[config.mk]
export PLATFORM = sky130hd
export DESIGN_NAME = seq_logic_unit
export DESIGN_NICKNAME = d
export VERILOG_FILES = /design/src/rtl/seq_logic_unit.sv
export SDC_FILE = /design/constraint.sdc
export NUM_CORES = 1
export LEC_CHECK = 0
export CORE_MARGIN = 1.5
export CORE_UTILIZATION = 39
export CTS_CLUSTER_DIAMETER = 40
export DETAILED_ROUTE_END_ITERATION = 16
export GPL_ROUTABILITY_DRIVEN = 0
export PLACE_DENSITY_LB_ADDON = 0.3
export SLEW_MARGIN = 40
export SYNTH_ARGS = -nofsm -noshare
export SYNTH_HDL_FRONTEND = slang
export SYNTH_SLANG_ARGS = --single-unit
[constraint.sdc]
create_clock -name clk -period 5.2 [get_ports clk]
set_input_delay 1.04 -clock clk [delete_from_list [all_inputs] [get_ports clk]]
set_output_delay 1.04 -clock clk [all_outputs]
set_load 0.01 [all_outputs]
[src/rtl/seq_logic_unit.sv]
// rtl/seq_logic_unit.sv - multi-cycle sliced bitwise logic unit (AND/OR/XOR/ANDN)
//
// Purpose: accepts two WIDTH-bit operands and an op code and builds the bitwise
// result SLICE bits per cycle. The result is presented until the consumer takes it.
//
// Ports:
//   clk        rising-edge clock
//   rst        synchronous active-high reset
//   in_valid   request present (op, input1, input2)
//   in_ready   unit idle and able to accept a request
//   op         00 AND, 01 OR, 10 XOR, 11 ANDN (input1 & ~input2)
//   input1     first operand
//   input2     second operand
//   out        result (zero outside DONE)
//   out_valid  result available
//   out_ready  consumer takes the result
//   zero       result is all zeros (DONE only)
//   ones       result is all ones (DONE only)

module seq_logic_unit #(
    parameter int WIDTH = 64,
    parameter int SLICE = 16
) (
    input  logic             clk,
    input  logic             rst,
    input  logic             in_valid,
    output logic             in_ready,
    input  logic [1:0]       op,
    input  logic [WIDTH-1:0] input1,
    input  logic [WIDTH-1:0] input2,
    output logic [WIDTH-1:0] out,
    output logic             out_valid,
    input  logic             out_ready,
    output logic             zero,
    output logic             ones
);

    localparam int NSLICE = (SLICE > 0) ? WIDTH / SLICE : 1;
    localparam int CW     = (NSLICE > 1) ? $clog2(NSLICE) : 1;

    generate
        if (SLICE < 1 || (WIDTH % SLICE) != 0) begin : g_bad_slice
            $error("seq_logic_unit: WIDTH must be a positive multiple of SLICE");
        end
    endgenerate

    localparam logic [1:0] S_IDLE = 2'd0;
    localparam logic [1:0] S_RUN  = 2'd1;
    localparam logic [1:0] S_DONE = 2'd2;

    localparam logic [1:0] OP_AND  = 2'b00;
    localparam logic [1:0] OP_OR   = 2'b01;
    localparam logic [1:0] OP_XOR  = 2'b10;

    logic [1:0]       state_q, state_d;
    logic [CW-1:0]    cnt_q, cnt_d;
    logic [WIDTH-1:0] res_q, res_d;
    logic [WIDTH-1:0] a_q, a_d;
    logic [WIDTH-1:0] b_q, b_d;
    logic [1:0]       op_q, op_d;

    logic [SLICE-1:0] slice_a;
    logic [SLICE-1:0] slice_b;
    logic [SLICE-1:0] slice_r;

    // Current slice of the latched operands; only meaningful in RUN.
    always_comb begin
        slice_a = a_q[int'(cnt_q) * SLICE +: SLICE];
        slice_b = b_q[int'(cnt_q) * SLICE +: SLICE];
        case (op_q)
            OP_AND:  slice_r = slice_a & slice_b;
            OP_OR:   slice_r = slice_a | slice_b;
            OP_XOR:  slice_r = slice_a ^ slice_b;
            default: slice_r = slice_a & ~slice_b;
        endcase
    end

    always_comb begin
        state_d = state_q;
        cnt_d   = cnt_q;
        res_d   = res_q;
        a_d     = a_q;
        b_d     = b_q;
        op_d    = op_q;
        case (state_q)
            S_IDLE: begin
                // in_ready is high only here, so in_valid alone means accept.
                if (in_valid) begin
                    a_d     = input1;
                    b_d     = input2;
                    op_d    = op;
                    res_d   = '0;
                    cnt_d   = '0;
                    state_d = S_RUN;
                end
            end
            S_RUN: begin
                res_d[int'(cnt_q) * SLICE +: SLICE] = slice_r;
                if (cnt_q == CW'(NSLICE - 1)) begin
                    cnt_d   = '0;
                    state_d = S_DONE;
                end else begin
                    cnt_d = cnt_q + CW'(1);
                end
            end
            S_DONE: begin
                if (out_ready) begin
                    state_d = S_IDLE;
                end
            end
            default: begin
                state_d = S_IDLE;
            end
        endcase
    end

    always_ff @(posedge clk) begin
        if (rst) begin
            state_q <= S_IDLE;
            cnt_q   <= '0;
            res_q   <= '0;
            a_q     <= '0;
            b_q     <= '0;
            op_q    <= 2'b00;
        end else begin
            state_q <= state_d;
            cnt_q   <= cnt_d;
            res_q   <= res_d;
            a_q     <= a_d;
            b_q     <= b_d;
            op_q    <= op_d;
        end
    end

    // Outputs are forced low outside DONE so a partial result never leaks.
    always_comb begin
        in_ready  = (state_q == S_IDLE);
        out_valid = (state_q == S_DONE);
        out       = out_valid ? res_q : '0;
        zero      = out_valid & (res_q == '0);
        ones      = out_valid & (&res_q);
    end

endmodule

**After elaboration in Yosys (flattened, before gate mapping)**

Cells that the tools add are included.

- Word-level logic and storage cells: 47
- Bits in registers: 198
- Output and inout port bits: 68
- Input port bits: 134

- Shift operators: 4
- Mux-type cells: 12
- Equality and inequality tests: 8
- Add/subtract/negate cells: 2
- Reductions and logical operators: 8
- Bitwise operators: 7

Operator list:

| kind | count |
|---|---|
| 64-bit 2-to-1 mux | 2 |
| 64-bit one-hot mux with 2 select lines | 1 |
| 64-bit by 7-bit indexed part select with 16-bit output | 2 |
| 64-bit bitwise mux | 1 |
| 64-bit zero test | 1 |
| 64-bit AND reduction | 1 |
| 16-bit by 33-bit variable shift with 64-bit output, first input constant | 1 |
| 16-bit by 33-bit indexed part select with 64-bit output | 1 |
| 16-bit one-hot mux with 3 select lines | 1 |
| 6-bit negator with 33-bit output | 1 |
| 16-bit bitwise AND | 2 |
| 16-bit inverter | 1 |
| 16-bit OR | 1 |
| 16-bit XOR | 1 |
| 2-bit 2-to-1 mux | 5 |
| 2-bit == test, second input constant | 3 |
| 2-bit one-hot mux with 3 select lines | 1 |
| 2-bit by 1-bit == test with 1-bit output, second input constant | 2 |
| 2-bit zero test | 2 |
| 2-bit != test, second input constant | 2 |
| 2-bit one-hot mux with 2 select lines | 1 |
| 2-bit AND reduction | 2 |
| 3-bit AND reduction | 1 |
| 2-bit by 1-bit adder with 2-bit output, second input constant | 1 |
| other kinds (3) | 4 |

**Depth between registers and ports, before layout**

Gate-level depths: netlist (run 1).

- Word-level depth: 7
- Mapped depth: 10
- Gate-level depth less buffers: 7

**Worst setup path before layout (run 1)**

No wires, ideal clock.

- Path type: flip-flop to output port
- From: register state_q[1]
- To: output zero
- Cell stages (with the launch flop): 6
- Path slack: 2591 ps
- Data required time: 4160 ps
- Path buffers: 1
- Data arrival time: 1569 ps
- Path through: dfxtp_1 > buf_2 > nor2b_1 > nand3_1 > or3_1 > nor4_1

- Word-level cells in the longest chain between the ends: 2

Ends and longest elaborated chain:

| item | line | text |
|---|---|---|
| start: declaration | 55 | `logic [1:0] state_q, state_d;` |
| start signal: assignment | 126 | `state_q <= state_d;` |
| 2-bit == test | 138 | `out_valid = (state_q == S_DONE);` |
| 1-bit bitwise AND | 140 | `zero = out_valid & (res_q == '0);` |
| end: declaration | 34 | `output logic zero,` |

No other way between the ends.

**Worst setup path in the final report (run 1)**

Ends and elaborated chain as after synthesis.

==> metrics.md, run 1 <==
| Metric | Value |
|---|---|
| Outcome | `completed` |
| Slew @ Worst Pin | `0.840 ns` |
| CTS tree | `done` |
| Mapped Nets | `1335` |
| Core Area | `24500 sq um` |
| Most frequent cells after synthesis | `nand2_1 (285), dfxtp_1 (198), a21oi_1 (196)` |
| WS Path Type | `register to output pin` |
| Root buffer cell | `clkbuf_16` |
| R2R setup slack | `2.06 ns` |
| Vias | `9264` |
| Cells on worst reg2reg path | `8` |
| Min Tclk post-route | `roughly 4 ns` |
| WP buf/inv | `2` |
| Count of different cell masters after synthesis | `31` |
| Post-Synthesis Cells | `approximately 1.2k` |
| Sw frac | `29.0%` |
| Clk pwr share | `37.4%` |
| Fin Clk Skew | `approximately 0.011 ns` |
| Nets | `1472` |
| Critical path capture point type | `output pin` |
| Reg power frac | `45.6%` |
| Int Power | `2.53 mW` |
| Area contributors post-synth | `dfxtp_1 (40%), nand2_1 (11%), a21oi_1 (10%)` |
| Initial antenna violation count | `1` |
| Clk buf depth | `2` |
| Min Hold Slack | `0.455 ns` |
| Hold Violations, Final | `0` |
| Fillers | `2385` |
| Share of layout cells above drive strength 1 | `7.61%` |
| Syn Area/Cell | `between 8 and 9 sq um` |
| First-pass GRT wire length | `47900 um` |
| Starting Density | `40.0%` |
| Final TNS setup | `0 ns` |
| Worst path max stage delay | `between 0.5 and 0.6 ns` |
| Boundary Pins | `202` |
| Num CTS Buffers | `17` |
| Finish-stage setup viols | `0` |
| Max FO, Critical Path | `67` |
| Relative slew slack | `between 40 and 50%` |
| Ys async rst share | `0%` |
| Startpoint Class | `register` |
| Number of max-cap violations | `0` |
| Most area-hungry cell type in the Yosys netlist | `dfxtp_1` |
| Worst hold path type | `register to register` |
| Htree depth | `4` |
| Power per cell area | `284 nW/um^2` |
| Worst-Skew Late Latency | `approximately 0.44 ns` |
| Worst EP required | `~4.2 ns` |
| Fin. max-slew vios | `0` |
| Drt first pass iters | `5` |
| Crit. path cell count | `6` |
| DP Wirelength | `roughly 22000 um` |
| Count leader, synth | `nand2_1` |
| Yosys warns | `0` |
| Layout area overhead | `27.8%` |
| Port Buf Inserts | `201` |
| Total global-route track usage | `about a quarter` |
| Clock input transition at the sequential cells of the worst setup and hold paths | `0.07 ns` |
| Via density | `5.61` |
| Antenna-violating nets left | `0` |
| Area fraction of the dominant cell type after synthesis | `between 40% and 50%` |
| R2R Path End | `res_q[52]` |
| Diodes inserted | `0` |
| Cell area after synthesis | `between 9000 and 10000 sq um` |
| Post-CTS Hold Buffers | `0` |
| F_max | `253 MHz` |
| Final WL | `30600 um` |
| NetSw | `1.03 mW` |
| Die Ht | `162 um` |
| Unrepaired setup endpoints after global routing | `no` |
| Cell Chain, Critical Path | `nor2b_2 > buf_4 > nand3_1 > or3_1 > nor4_1 > clkdlybuf4s50_1` |
| Total die area | `26100 sq um` |
| Drt drc | `0` |
| Family with the most delay on the worst path | `simple AND/OR/NAND/NOR gates` |
| Setup repair bufs after CTS | `0` |
| Worst ir drop on vdd | `0.219 mV` |
| Setup crit end | `zero` |
| Crit path from | `state_q[1]` |
| Leak pwr | `4.26 nW` |
| EDFF count, synth | `0` |
| Primary FF master, synth | `dfxtp_1` |
| # rows | `57` |
| CP arrival | `around 2.9 ns` |
| Seq/Total Area, Yosys | `40.4%` |
| Iteration-0 DRC Markers | `851` |
| # resized after CTS | `0` |
| Number of global-route vias before repair | `between 8k and 9k` |
| Post-route clock period utilization | `75.9%` |
| Total gr overflow | `0` |
| Logic pwr share | `16.9%` |
| DIE WIDTH | `about 160 um` |
| Largest net degree at the start of global routing | `110` |
| Routed length per placed instance | `18.5 um` |
| Clk sink count | `~200` |
| Reg-to-reg startpoint | `cnt_q[0]` |
| Critical-path top delay cell | `clkdlybuf4s50_1` |
| Yosys reg bits | `198` |
## registers in the layout (all words and copies together) (netlist names)
signal / flops
op_q: 2
a_q: 64
res_q: 64
state_q: 2
cnt_q: 2
b_q: 64
## per-stage QoR
step	cell area, sq um	total power [mW]	util [%]	worst slack [ns]	std cells
finish	12500	3.57	51.1	1.25	1652
global route	12500	3.71	51.1	1.06	1652
CTS	12500	3.58	51.1	1.25	1652
detailed placement	12000	2.26	48.7	1.73	1620
global placement	11900	2.25	48.6	1.76	1619
floorplan	9810	2.02	-	2.59	1178
## worst reg2reg max path: stages (launching register included)
cell and delay [ns]:
dfxtp_2 0.70, buf_4 0.50, mux4_2 0.64, inv_1 0.09, ha_1 0.22, nand2_1 0.07, nand3_1 0.35, a32oi_1 0.35
a21oi_1 0.09
## worst min-delay path by stage
stage | from | to | slack [ns] | depth (start not counted)
global placement | a_q[27] | a_q[27] | 0.44 | 2
global route | a_q[19] | a_q[19] | 0.48 | 2
floorplan | a_q[32] | a_q[32] | 0.43 | 2
finish | b_q[61] | b_q[61] | 0.45 | 2
detailed placement | b_q[51] | b_q[51] | 0.45 | 2
CTS | b_q[31] | b_q[31] | 0.46 | 2
## kinds of logic (layout without fill, tap and decap cells)
kind of cell	after synthesis	in the layout	share of synthesized area [%]
simple gates	506	506	24.9
compound gates	267	267	16.3
fa+ha+maj	23	23	2.93
xor+xnor	16	16	2.27
mux	32	32	7.35
flops	198	198	40.4
buf+inv	136	286	5.93
## cell usage in the layout, fill, tap and decap left out, drive strengths merged
cell           instances
a211oi                 1
nand4                 82
dfxtp                198
a32oi                 64
clkinvlp               1
buf                   16
a21oi                196
nor2                  10
mux4                  32
o21bai                 1
nand2b                19
or3b                   1
clkbuf                20
nor3b                  1
bufinv                 1
and2                  64
xnor2                 16
or3                    1
nor2b                  1
inv                   45
nand3                 19
ha                    23
clkinv                 3
nor4                  21
a21o                   4
a2bb2oi                1
nand2                285
clkdlybuf4s50        200
nand3b                 1
nor4b                  1
## cell type report
type                    instances  area [sq um]  share of cell area [%]
well taps                     324           405                    3.23
inverters                      38           143                    1.14
repair buffers                216          2130                    17.0
clock inverters                12           133                    1.06
multi-input cells             844          5310                    42.3
flip-flops and latches        198          3970                    31.6
clock buffers                  20           457                    3.64
## power groups by stage
stage / clock network (mW) / logic, mW / registers (mW)
final: 1.34 / 0.604 / 1.63
after global routing: 1.42 / 0.655 / 1.64
after floorplan: 0 / 0.375 / 1.64
after global placement: 0 / 0.586 / 1.66
after CTS: 1.35 / 0.600 / 1.63
after detailed placement: 0 / 0.596 / 1.66
## per-layer routing
layer	vias to the layer above	share of wire (%)	global-route usage, %	wire [um]
li1	4468	-	-	-
met1	4341	45	32.5	13700
met2	402	44	36.2	13600
met3	53	7.6	3.78	2320
met4	0	3.3	9.51	1000
met5	-	0	0	0
Power figures use the tool's default switching activity.
==> run 2, diff against run 1 <==
==> constraint.sdc (replaced) <==
create_clock -name clk -period 3.4 [get_ports clk]
set_input_delay 0.68 -clock clk [delete_from_list [all_inputs] [get_ports clk]]
set_output_delay 0.68 -clock clk [all_outputs]
set_load 0.01 [all_outputs]
==> run 2 against run 1 <==
Critical path depth is 1 lower. Via count is 1.2% higher. Wire length is 0.78% higher. Highest routed layer unchanged.
==> metrics.md, run 2 (same netlist as run 1, synthesis figures left out) <==
| Metric | Value |
|---|---|
| Setup WS pre-CTS | `0.482 ns (-1.25 ns)` |
| Critical-path top delay cell | `clkdlybuf4s50_1` |
| Post-route clock period utilization | `98.7%` |
| Startpoint Class | `register` |
| Final WL | `30800 um (+0.78%)` |
| Boundary Pins | `202 (unchanged)` |
| Root buffer cell | `clkbuf_16` |
| Unrepaired setup endpoints after global routing | `no` |
| Max FO, Critical Path | `4 (-94%)` |
| Core Area | `24500 sq um (unchanged)` |
| Total gr overflow | `0 (unchanged)` |
| Hold Violations, Final | `0 (unchanged)` |
| Total global-route track usage | `23.5% (+0.14 points)` |
| Number of max-cap violations | `0 (unchanged)` |
| Family with the most delay on the worst path | `simple AND/OR/NAND/NOR gates` |
| Routed length per placed instance | `18.6 um (+0.41%)` |
| Num CTS Buffers | `17 (unchanged)` |
| Drt first pass iters | `5 (unchanged)` |
| Fin. max-slew vios | `0 (unchanged)` |
| Initial antenna violation count | `0 (-1)` |
| Nets | `1478 (+0.41%)` |
| DP Wirelength | `22100 um (+2.8%)` |
| # rows | `57 (unchanged)` |
| Int Power | `3.92 mW (+55%)` |
| First-pass GRT wire length | `47900 um (-0.14%)` |
| Clk pwr share | `37.4% (about the same)` |
| Number of global-route vias before repair | `8639 (+0.31%)` |
| Post-CTS Hold Buffers | `0 (unchanged)` |
| WS Path Type | `register to output pin` |
| Slew @ Worst Pin | `0.787 ns (-0.0529 ns)` |
| Final core occ | `51.5% (+0.32 points)` |
| NetSw | `1.55 mW (+50%)` |
| Die Ht | `162 um (unchanged)` |
| Regs by FF count | `a_q (64), b_q (64), res_q (64)` |
| Diodes inserted | `0 (unchanged)` |
| Min Tclk post-route | `around 3.4 ns` |
| Share of layout cells above drive strength 1 | `8.10% (+0.49 points)` |
| Drt drc | `0 (unchanged)` |
| Finish-stage setup viols | `0 (unchanged)` |
| Clk sink count | `198 (unchanged)` |
| Htree depth | `4 (unchanged)` |
| Final worst setup slack | `0.0451 ns (-1.21 ns)` |
| Worst hold path type | `register to register` |
| Worst EP required | `2.72 ns (-1.44 ns)` |
| Largest net degree at the start of global routing | `105 (-4.5%)` |
| Cell Chain, Critical Path | `nand4_1 > nor4_1 > nand4_1 > nor4_1 > clkdlybuf4s50_1` |
| Worst ir drop on vdd | `0.325 mV (+49%)` |
| Reg power frac | `45.6% (about the same)` |
| Worst path max stage delay | `0.60 ns (about the same)` |
| Crit path from | `res_q[45]` |
| CTS tree | `done` |
| Setup repair bufs after CTS | `0 (unchanged)` |
| Worst Min Path Start | `b_q[20]` |
| Clk buf depth | `2 (unchanged)` |
| Antenna-violating nets left | `0 (unchanged)` |
| Worst-Skew Late Latency | `0.44 ns (about the same)` |
| Relative slew slack | `47.5% (+3.5 points)` |
| Port Buf Inserts | `201 (unchanged)` |
| Min Hold Slack | `0.453 ns (-0.00179 ns)` |
| WP buf/inv | `1 (-1)` |
| DIE WIDTH | `162 um (unchanged)` |
| Clock input transition at the sequential cells of the worst setup and hold paths | `0.07 ns (about the same)` |
| Iteration-0 DRC Markers | `953 (+12%)` |
| # resized after CTS | `0 (unchanged)` |
| Power per cell area | `433 nW/um^2 (+52%)` |
| Critical path capture point type | `output pin` |
| Sw frac | `28.4% (-0.66 points)` |
| Most common cell after layout, fill and taps aside | `nand2_1` |
| Reg-to-reg startpoint | `cnt_q[0]` |
| Total die area | `26100 sq um (unchanged)` |
| Leak pwr | `4.30 nW (+0.96%)` |
| Final TNS setup | `0 ns (unchanged)` |
| F_max | `just under 300 MHz` |
| Vias | `9378 (+1.2%)` |
| Via density | `5.66 (+0.86%)` |
| Layout area overhead | `28.7%` |
| Outcome | `completed` |
| Starting Density | `40.0% (unchanged)` |
| Fin Clk Skew | `0.00828 ns (-0.00271 ns)` |
| CP arrival | `2.67 ns (-0.24 ns)` |
| Logic pwr share | `17.0% (about the same)` |
| Most frequent cells in the layout | `nand2_1 (284), clkdlybuf4s50_1 (200), a21oi_1 (196), dfxtp_1 (195), nand4_1 (82)` |
run 2: per-layer routing:
layer	GRT usage, %	wire length, um	share of wire, %
met5	0	0	0
met4	9.26	933	3.0
met3	3.83	2270	7.4
met2	35.3	13500	44
met1	33.6	14100	46
run 2: final timing paths:
kind | to | slack [ns] | cells after the start
setup / recovery | ones | 0.05 | 5
hold / removal | b_q[20] | 0.45 | 2
setup reg to reg | res_q[56] | 0.71 | 8
hold reg to reg | b_q[20] | 0.45 | 2
run 2: cell type report:
type	count	area, sq um
clock buffer	19	443
clock inverter	13	143
fill	2347	11900
inverter	38	143
multi-input combinational	844	5300
sequential	198	3970
tap	324	405
timing repair buffer	222	2220
run 2: worst register-to-register path, delay by kind of cell (launching register included):
kind | cells | cell delay (ns)
and+or+nand+nor | 2 | 0.40
muxes | 1 | 0.57
DFF | 1 | 0.62
AOI/OAI and AO/OA | 2 | 0.43
adders and majority gates | 1 | 0.22
buffers and inverters | 2 | 0.33
run 2: power by group through the flow:
stage | Combinational (mW) | Sequential, mW | Clock, mW
floorplan | 0.573 | 2.51 | 0
global placement | 0.906 | 2.55 | 0
detailed placement | 0.915 | 2.55 | 0
CTS | 0.918 | 2.49 | 2.06
global route | 1.00 | 2.51 | 2.17
finish | 0.927 | 2.49 | 2.04
run 2: through the flow:
stage	cell area (sq um)	cells	power [mW]
after floorplan	9810	1178	3.08
after global placement	12000	1626	3.45
after detailed placement	12000	1626	3.46
after CTS	12600	1658	5.47
after global routing	12600	1658	5.68
final	12600	1658	5.47
